`src/rtl/ifu_fetch_pkg.sv`:
```
`default_nettype none
// ============================================================================
// Module   : ifu_fetch_pkg
// Purpose  : Shared constants, FSM encoding and PC helper for the fetch stage.
// Revision : 1.0 - initial release
// ============================================================================
package ifu_fetch_pkg;

  localparam logic [31:0] INST_NOP           = 32'h0000_0013;
  localparam logic [31:0] RESET_ADDR_DEFAULT = 32'h0000_0000;
  localparam logic [31:0] PC_ALIGN_MASK      = 32'hFFFF_FFFC;

  typedef enum logic [1:0] {
    ST_IDLE = 2'd0,
    ST_REQ  = 2'd1,
    ST_WAIT = 2'd2
  } fetch_state_e;

  // Sequential PC; wraps naturally at the top of the 32-bit space.
  function automatic logic [31:0] pc_incr(input logic [31:0] pc);
    return pc + 32'd4;
  endfunction

endpackage
`default_nettype wire

```
`src/rtl/ifu_fetch_if.sv`:
```
`default_nettype none
// ============================================================================
// Module   : ifu_fetch_if
// Purpose  : Instruction-memory req/gnt + rvalid bus between fetch and ROM.
// Revision : 1.0 - initial release
// ============================================================================
interface ifu_fetch_if;

  logic        req;
  logic [31:0] addr;
  logic        gnt;
  logic        rvalid;
  logic [31:0] rdata;

  modport master (
    output req,
    output addr,
    input  gnt,
    input  rvalid,
    input  rdata
  );

  modport slave (
    input  req,
    input  addr,
    output gnt,
    output rvalid,
    output rdata
  );

endinterface
`default_nettype wire

```
`src/rtl/ifu_fetch_skid_buf.sv`:
```
`default_nettype none
// ============================================================================
// Module   : fetch_skid_buf
// Purpose  : One-entry {addr,inst} holding slot with push/pop/flush.
// Revision : 1.0 - initial release
// ============================================================================
module fetch_skid_buf
  import ifu_fetch_pkg::*;
(
  input  logic        clk,
  input  logic        rst,
  input  logic        push_i,
  input  logic        pop_i,
  input  logic        flush_i,
  input  logic [31:0] addr_i,
  input  logic [31:0] inst_i,
  output logic        full_o,
  output logic [31:0] addr_o,
  output logic [31:0] inst_o
);

  logic        full_q, full_d;
  logic [31:0] addr_q, addr_d;
  logic [31:0] inst_q, inst_d;

  // Flush wins; a simultaneous pop+push replaces the entry in place.
  always_comb begin
    full_d = full_q;
    addr_d = addr_q;
    inst_d = inst_q;
    if (flush_i) begin
      full_d = 1'b0;
    end else if (push_i) begin
      full_d = 1'b1;
      addr_d = addr_i;
      inst_d = inst_i;
    end else if (pop_i) begin
      full_d = 1'b0;
    end
  end

  always_ff @(posedge clk) begin
    if (rst) begin
      full_q <= 1'b0;
      addr_q <= '0;
      inst_q <= INST_NOP;
    end else begin
      full_q <= full_d;
      addr_q <= addr_d;
      inst_q <= inst_d;
    end
  end

  assign full_o = full_q;
  assign addr_o = addr_q;
  assign inst_o = inst_q;

endmodule
`default_nettype wire

```
`src/rtl/ifu_fetch.sv`:
```
`default_nettype none
// ============================================================================
// Module   : ifu_fetch
// Purpose  : Fetch stage: PC, single-outstanding imem fetch, jump redirect
//            with response kill, and a skid slot to absorb IF/ID stalls.
// Revision : 1.0 - initial release
// ============================================================================
module ifu_fetch
  import ifu_fetch_pkg::*;
#(
  parameter logic [31:0] RESET_ADDR = RESET_ADDR_DEFAULT
) (
  input  logic               clk,
  input  logic               rst,
  input  logic               jump_en_i,
  input  logic [31:0]        jump_addr_i,
  input  logic               hold_i,
  ifu_fetch_if.master        imem,
  output logic               inst_valid_o,
  output logic [31:0]        inst_addr_o,
  output logic [31:0]        inst_o
);

  fetch_state_e state_q, state_d;
  logic [31:0]  pc_q, pc_d;
  logic         kill_q, kill_d;
  logic         out_valid_q, out_valid_d;
  logic [31:0]  out_addr_q, out_addr_d;
  logic [31:0]  out_inst_q, out_inst_d;

  logic         w_skid_push;
  logic         w_skid_pop;
  logic         w_skid_full;
  logic [31:0]  w_skid_addr;
  logic [31:0]  w_skid_inst;

  logic         w_req;
  logic         w_fire;
  logic         w_rsp;
  logic         w_rsp_ok;
  logic         w_consume;
  logic [31:0]  w_jump_target;

  assign w_jump_target = jump_addr_i & PC_ALIGN_MASK;
  assign w_req         = (state_q == ST_REQ) && !w_skid_full;
  assign w_fire        = w_req && imem.gnt;
  assign w_rsp         = (state_q == ST_WAIT) && imem.rvalid;
  // A response is kept only if no redirect has made it stale.
  assign w_rsp_ok      = w_rsp && !kill_q && !jump_en_i;
  assign w_consume     = out_valid_q && !hold_i;

  // Control FSM, PC and kill flag.
  always_comb begin
    state_d = state_q;
    pc_d    = pc_q;
    kill_d  = kill_q;
    case (state_q)
      ST_IDLE: state_d = ST_REQ;
      ST_REQ: begin
        if (w_fire) state_d = ST_WAIT;
      end
      ST_WAIT: begin
        if (imem.rvalid) begin
          state_d = ST_REQ;
          kill_d  = 1'b0;
          if (w_rsp_ok) pc_d = pc_incr(pc_q);
        end
      end
      default: state_d = ST_IDLE;
    endcase

    if (jump_en_i) begin
      pc_d = w_jump_target;
      if (w_fire || ((state_q == ST_WAIT) && !imem.rvalid)) kill_d = 1'b1;
    end
  end

  // Output register and skid steering.
  always_comb begin
    out_valid_d = out_valid_q;
    out_addr_d  = out_addr_q;
    out_inst_d  = out_inst_q;
    w_skid_push = 1'b0;
    w_skid_pop  = 1'b0;
    if (jump_en_i) begin
      out_valid_d = 1'b0;
      out_inst_d  = INST_NOP;
    end else if (w_consume) begin
      if (w_skid_full) begin
        out_valid_d = 1'b1;
        out_addr_d  = w_skid_addr;
        out_inst_d  = w_skid_inst;
        w_skid_pop  = 1'b1;
        w_skid_push = w_rsp_ok;
      end else if (w_rsp_ok) begin
        out_valid_d = 1'b1;
        out_addr_d  = pc_q;
        out_inst_d  = imem.rdata;
      end else begin
        out_valid_d = 1'b0;
        out_inst_d  = INST_NOP;
      end
    end else if (w_rsp_ok) begin
      if (!out_valid_q) begin
        out_valid_d = 1'b1;
        out_addr_d  = pc_q;
        out_inst_d  = imem.rdata;
      end else begin
        w_skid_push = 1'b1;
      end
    end
  end

  always_ff @(posedge clk) begin
    if (rst) begin
      state_q     <= ST_IDLE;
      pc_q        <= RESET_ADDR;
      kill_q      <= 1'b0;
      out_valid_q <= 1'b0;
      out_addr_q  <= '0;
      out_inst_q  <= INST_NOP;
    end else begin
      state_q     <= state_d;
      pc_q        <= pc_d;
      kill_q      <= kill_d;
      out_valid_q <= out_valid_d;
      out_addr_q  <= out_addr_d;
      out_inst_q  <= out_inst_d;
    end
  end

  fetch_skid_buf u_skid (
    .clk     (clk),
    .rst     (rst),
    .push_i  (w_skid_push),
    .pop_i   (w_skid_pop),
    .flush_i (jump_en_i),
    .addr_i  (pc_q),
    .inst_i  (imem.rdata),
    .full_o  (w_skid_full),
    .addr_o  (w_skid_addr),
    .inst_o  (w_skid_inst)
  );

  assign imem.req     = w_req;
  assign imem.addr    = pc_q;
  assign inst_valid_o = out_valid_q;
  assign inst_addr_o  = out_addr_q;
  assign inst_o       = out_valid_q ? out_inst_q : INST_NOP;

endmodule
`default_nettype wire

```
`src/flat_wrapper.sv`:
```
// flat-port wrapper written by rule: the top's interface ports become plain ports
module ifu_fetch_flat import ifu_fetch_pkg::*;
#(
  parameter logic [31:0] RESET_ADDR = RESET_ADDR_DEFAULT
)
  (clk, rst, jump_en_i, jump_addr_i, hold_i, inst_valid_o, inst_addr_o, inst_o, imem_req, imem_addr, imem_gnt, imem_rvalid, imem_rdata);
  ifu_fetch_if imem_i ();
  input  logic clk;
  input  logic rst;
  input  logic jump_en_i;
  input  logic [31:0] jump_addr_i;
  input  logic hold_i;
  output logic inst_valid_o;
  output logic [31:0] inst_addr_o;
  output logic [31:0] inst_o;
  output wire logic [$bits(imem_i.req)-1:0] imem_req;
  output wire logic [$bits(imem_i.addr)-1:0] imem_addr;
  input wire logic [$bits(imem_i.gnt)-1:0] imem_gnt;
  input wire logic [$bits(imem_i.rvalid)-1:0] imem_rvalid;
  input wire logic [$bits(imem_i.rdata)-1:0] imem_rdata;
  assign imem_req = imem_i.req;
  assign imem_addr = imem_i.addr;
  assign imem_i.gnt = imem_gnt;
  assign imem_i.rvalid = imem_rvalid;
  assign imem_i.rdata = imem_rdata;
  ifu_fetch #(.RESET_ADDR(RESET_ADDR)) u_core (.clk(clk), .rst(rst), .jump_en_i(jump_en_i), .jump_addr_i(jump_addr_i), .hold_i(hold_i), .imem(imem_i), .inst_valid_o(inst_valid_o), .inst_addr_o(inst_addr_o), .inst_o(inst_o));
endmodule
```
`config.mk`:
```
export PLATFORM = sky130hd
export DESIGN_NAME = ifu_fetch_flat
export DESIGN_NICKNAME = d
export VERILOG_FILES = /design/src/rtl/ifu_fetch_pkg.sv /design/src/rtl/ifu_fetch_if.sv /design/src/rtl/ifu_fetch_skid_buf.sv /design/src/rtl/ifu_fetch.sv /design/src/flat_wrapper.sv
export SDC_FILE = /design/constraint.sdc
export NUM_CORES = 1
export LEC_CHECK = 0
export ABC_AREA = 1
export ABC_CLOCK_PERIOD_IN_PS = 3500
export CAP_MARGIN = 20
export CORE_ASPECT_RATIO = 1.75
export CORE_UTILIZATION = 50
export DETAILED_ROUTE_END_ITERATION = 8
export PLACE_DENSITY_LB_ADDON = 0.15
export SLEW_MARGIN = 20
export SYNTH_ARGS = -nofsm -noshare
export SYNTH_HDL_FRONTEND = slang
export SYNTH_SLANG_ARGS = --single-unit
```
`constraint.sdc`:
```
create_clock -name clk -period 3.5 [get_ports clk]
set_input_delay 0.35 -clock clk [delete_from_list [all_inputs] [get_ports clk]]
set_output_delay 0.35 -clock clk [all_outputs]
set_load 0.005 [all_outputs]
```
==> results.cfg <==
[logic_synthesis]
synthTopCellsByArea = dfxtp_1, nand2_1, a21oi_1
synth.top_cells.by_count = nand2_1, dfxtp_1, a21oi_1, o21ai_0, inv_1
yosys_warnings = 0
synthFlopType = dfxtp_1
synth.avg_cell_area_um2 = 6.77
ys_seq_area_share_pct = 41.7
synth_top_area_share_pct = 41.7
synth_cells = 1127
synth_edf_count = 0
synth_seq_cells = 159
synth_top_area_cell = dfxtp_1
async_reset_ff_share_pct = 0
yosysMostFrequentCell = nand2_1
synth_cell_types = 32
netlist_area_mm2 = 0.00763

[layout]
nets = 1319
areaGrowthSynthToFinish_pct = 29.2
drive_gt1_share_pct = 5.39
antenna_cells = 0
design_area_mm2 = 0.00985

[global_route]
grt_max_degree = 85
antenna_found_initial = 0
grt.total_usage_pct = 27.8
first_global_vias = 6913
grt_pass1_wl_um = 33600
overflow = 0

[drt]
drtAntennaViolNets = 0
dr_wl_met2_um = 11100
wl_per_cell_um = 14.9
drtIter0Drc = 391
drc = 0
viasPerCell = 5.34
top_layer = met4
drt_first_pass_iters = 5
vias = 7713
drt-met1-wl_um = 8380
wirelength_um = 21500
wl_met3_um = 1070

[clock_network]
path_clk_slew_ps = 70
cts.path.max_buffers = 2
cts_max_level = 4
cts_hold_buf = 0
cts_tree = yes
ctsResizeCount = 0
clock_latency_ps = 430
cts_sinks = 159
post_cts_buffers = 0
cts-root-buf = clkbuf_16
cts-buffers-inserted = 17

[pwr]
max-vdd-ir-drop_uv = 286
p_clk_share_pct = 46.9
p_leak_nw = 3.75
p_int_mw = 3.09
pwr-share-seq_pct = 45.4
power.share.combinational_pct = 7.7
switchingPower_mw = 1.06
powerDensity_mw_per_mm2 = 421
switching_share_pct = 25.5

[die]
die_w_um = 95.4
dieArea_mm2 = 0.0158
die_height_um = 165
io_pins = 168
core_area_mm2 = 0.0149
initial_core_util_pct = 51.2
rows = 59

[timing]
period_share_pct = 61.1
setup_viol = 0
slew_violations = 0
worstMarginPinSlew_ps = 914
fin_crit_ps = 2140
fin_skew_ps = 15.0
finalSetupTns_ps = 0
maxSlewHeadroom_pct = 39.0
fmax_mhz = 467
final_hold_viol_count = 0
rsz0062_at_grt = no

[setup_path]
crit_fanout = 31
crit_path_start_kind = flip-flop
crit_path_end_kind = primary output
cp.arrival_ps = 1790
worstPathRequired_ps = 3150
crit_type = reg2out

[outcome]
status = finished clean

[placed_design]
place_area_mm2 = 0.00924
dpl.hpwl_um = 14300
port_buffers = 161
gp_congestion = 0.919

[worst_hold_path]
hp-class = reg2reg

[job]
maxCapViolCount = 0
==> state kept, by name, indices dropped and copies added (netlist names) <==
signal                count
u_core.inst_addr_o       30
u_core.out_inst_q        32
u_core.inst_valid_o       1
u_core.kill_q             1
u_core.state_q            2
u_core.u_skid.inst_o     32
u_core.u_skid.full_o      1
u_core.u_skid.addr_o     30
u_core.imem.addr         30
==> final cells by class <==
type / instances / area (µm²)
Multi-Input combinational cell: 758 / 3570
Timing Repair Buffer: 176 / 1740
Clock inverter: 15 / 190
Clock buffer: 17 / 425
Fill cell: 1352 / 5060
Sequential cell: 159 / 3180
Inverter: 136 / 513
Tap cell: 183 / 229
==> layer usage <==
layer  GRT usage, %  vias up
met5              0        -
met4           14.3        0
met3           4.95       53
met2           50.4      246
met1           30.1     3530
li1               -     3884
==> metrics by stage <==
step	cells	util (%)	setup WS (ps)	hold WS, ps	power, mW
final	1444	66.1	1360	446	4.15
after global routing	1444	66.1	1140	465	4.28
after CTS	1444	66.1	1340	446	4.17
after detailed placement	1412	61.9	986	436	2.24
after global placement	1412	61.9	1050	432	2.24
after floorplan	1130	-	1960	424	2.06
==> worst max-delay path, stage by stage (launching register included) <==
cell and delay (ps):
dfxtp_1 350, buf_4 330, nand2_1 130, inv_1 70
clkdlybuf4s50_1 490
==> power groups by stage <==
stage | combinational (mW) | clock (mW) | sequential [mW]
floorplan | 0.154 | 0 | 1.91
global placement | 0.316 | 0 | 1.92
detailed placement | 0.319 | 0 | 1.92
CTS | 0.322 | 1.97 | 1.88
global route | 0.354 | 2.05 | 1.88
finish | 0.320 | 1.95 | 1.88
==> cells in the final DEF (no fill, tap or decap), drive strengths merged <==
| cell | instances |
|---|---|
| buf | 16 |
| clkdlybuf4s50 | 160 |
| clkinvlp | 1 |
| a32o | 1 |
| xnor2 | 2 |
| o211ai | 32 |
| a31oi | 5 |
| dfxtp | 159 |
| xor2 | 11 |
| o21ai | 148 |
| nand3b | 1 |
| nor3 | 3 |
| nand2 | 271 |
| nand3 | 56 |
| nor2 | 70 |
| inv | 144 |
| conb | 4 |
| ha | 1 |
| a21oi | 148 |
| nand4 | 1 |
| clkbuf | 17 |
| clkinv | 4 |
| bufinv | 2 |
| or2 | 4 |
==> kinds of logic after synthesis <==
logic type / Yosys count / share of synthesized area (%)
adder cells (fa/ha/maj): 1 / 0.164
AND/OR/NAND/NOR: 406 / 21.7
AO/OA/AOI/OAI: 334 / 23.2
XOR/XNOR: 13 / 1.49
flip-flops: 159 / 41.7
buffers and inverters: 213 / 11.7
other: 1 / 0.0492
==> final timing paths <==
| kind | from | endpoint | slack [ps] | cells past startpoint |
|---|---|---|---|---|
| worst max-delay path | u_core.inst_valid_o | inst_o[5] | 1360 | 4 |
| worst min-delay path | u_core.u_skid.addr_o[15] | u_core.u_skid.addr_o[15] | 450 | 2 |
| worst max register to register | u_core.inst_valid_o | u_core.u_skid.inst_o[31] | 1430 | 6 |
| worst min register to register | u_core.u_skid.addr_o[15] | u_core.u_skid.addr_o[15] | 450 | 2 |
(Power assumes the default switching activity.)
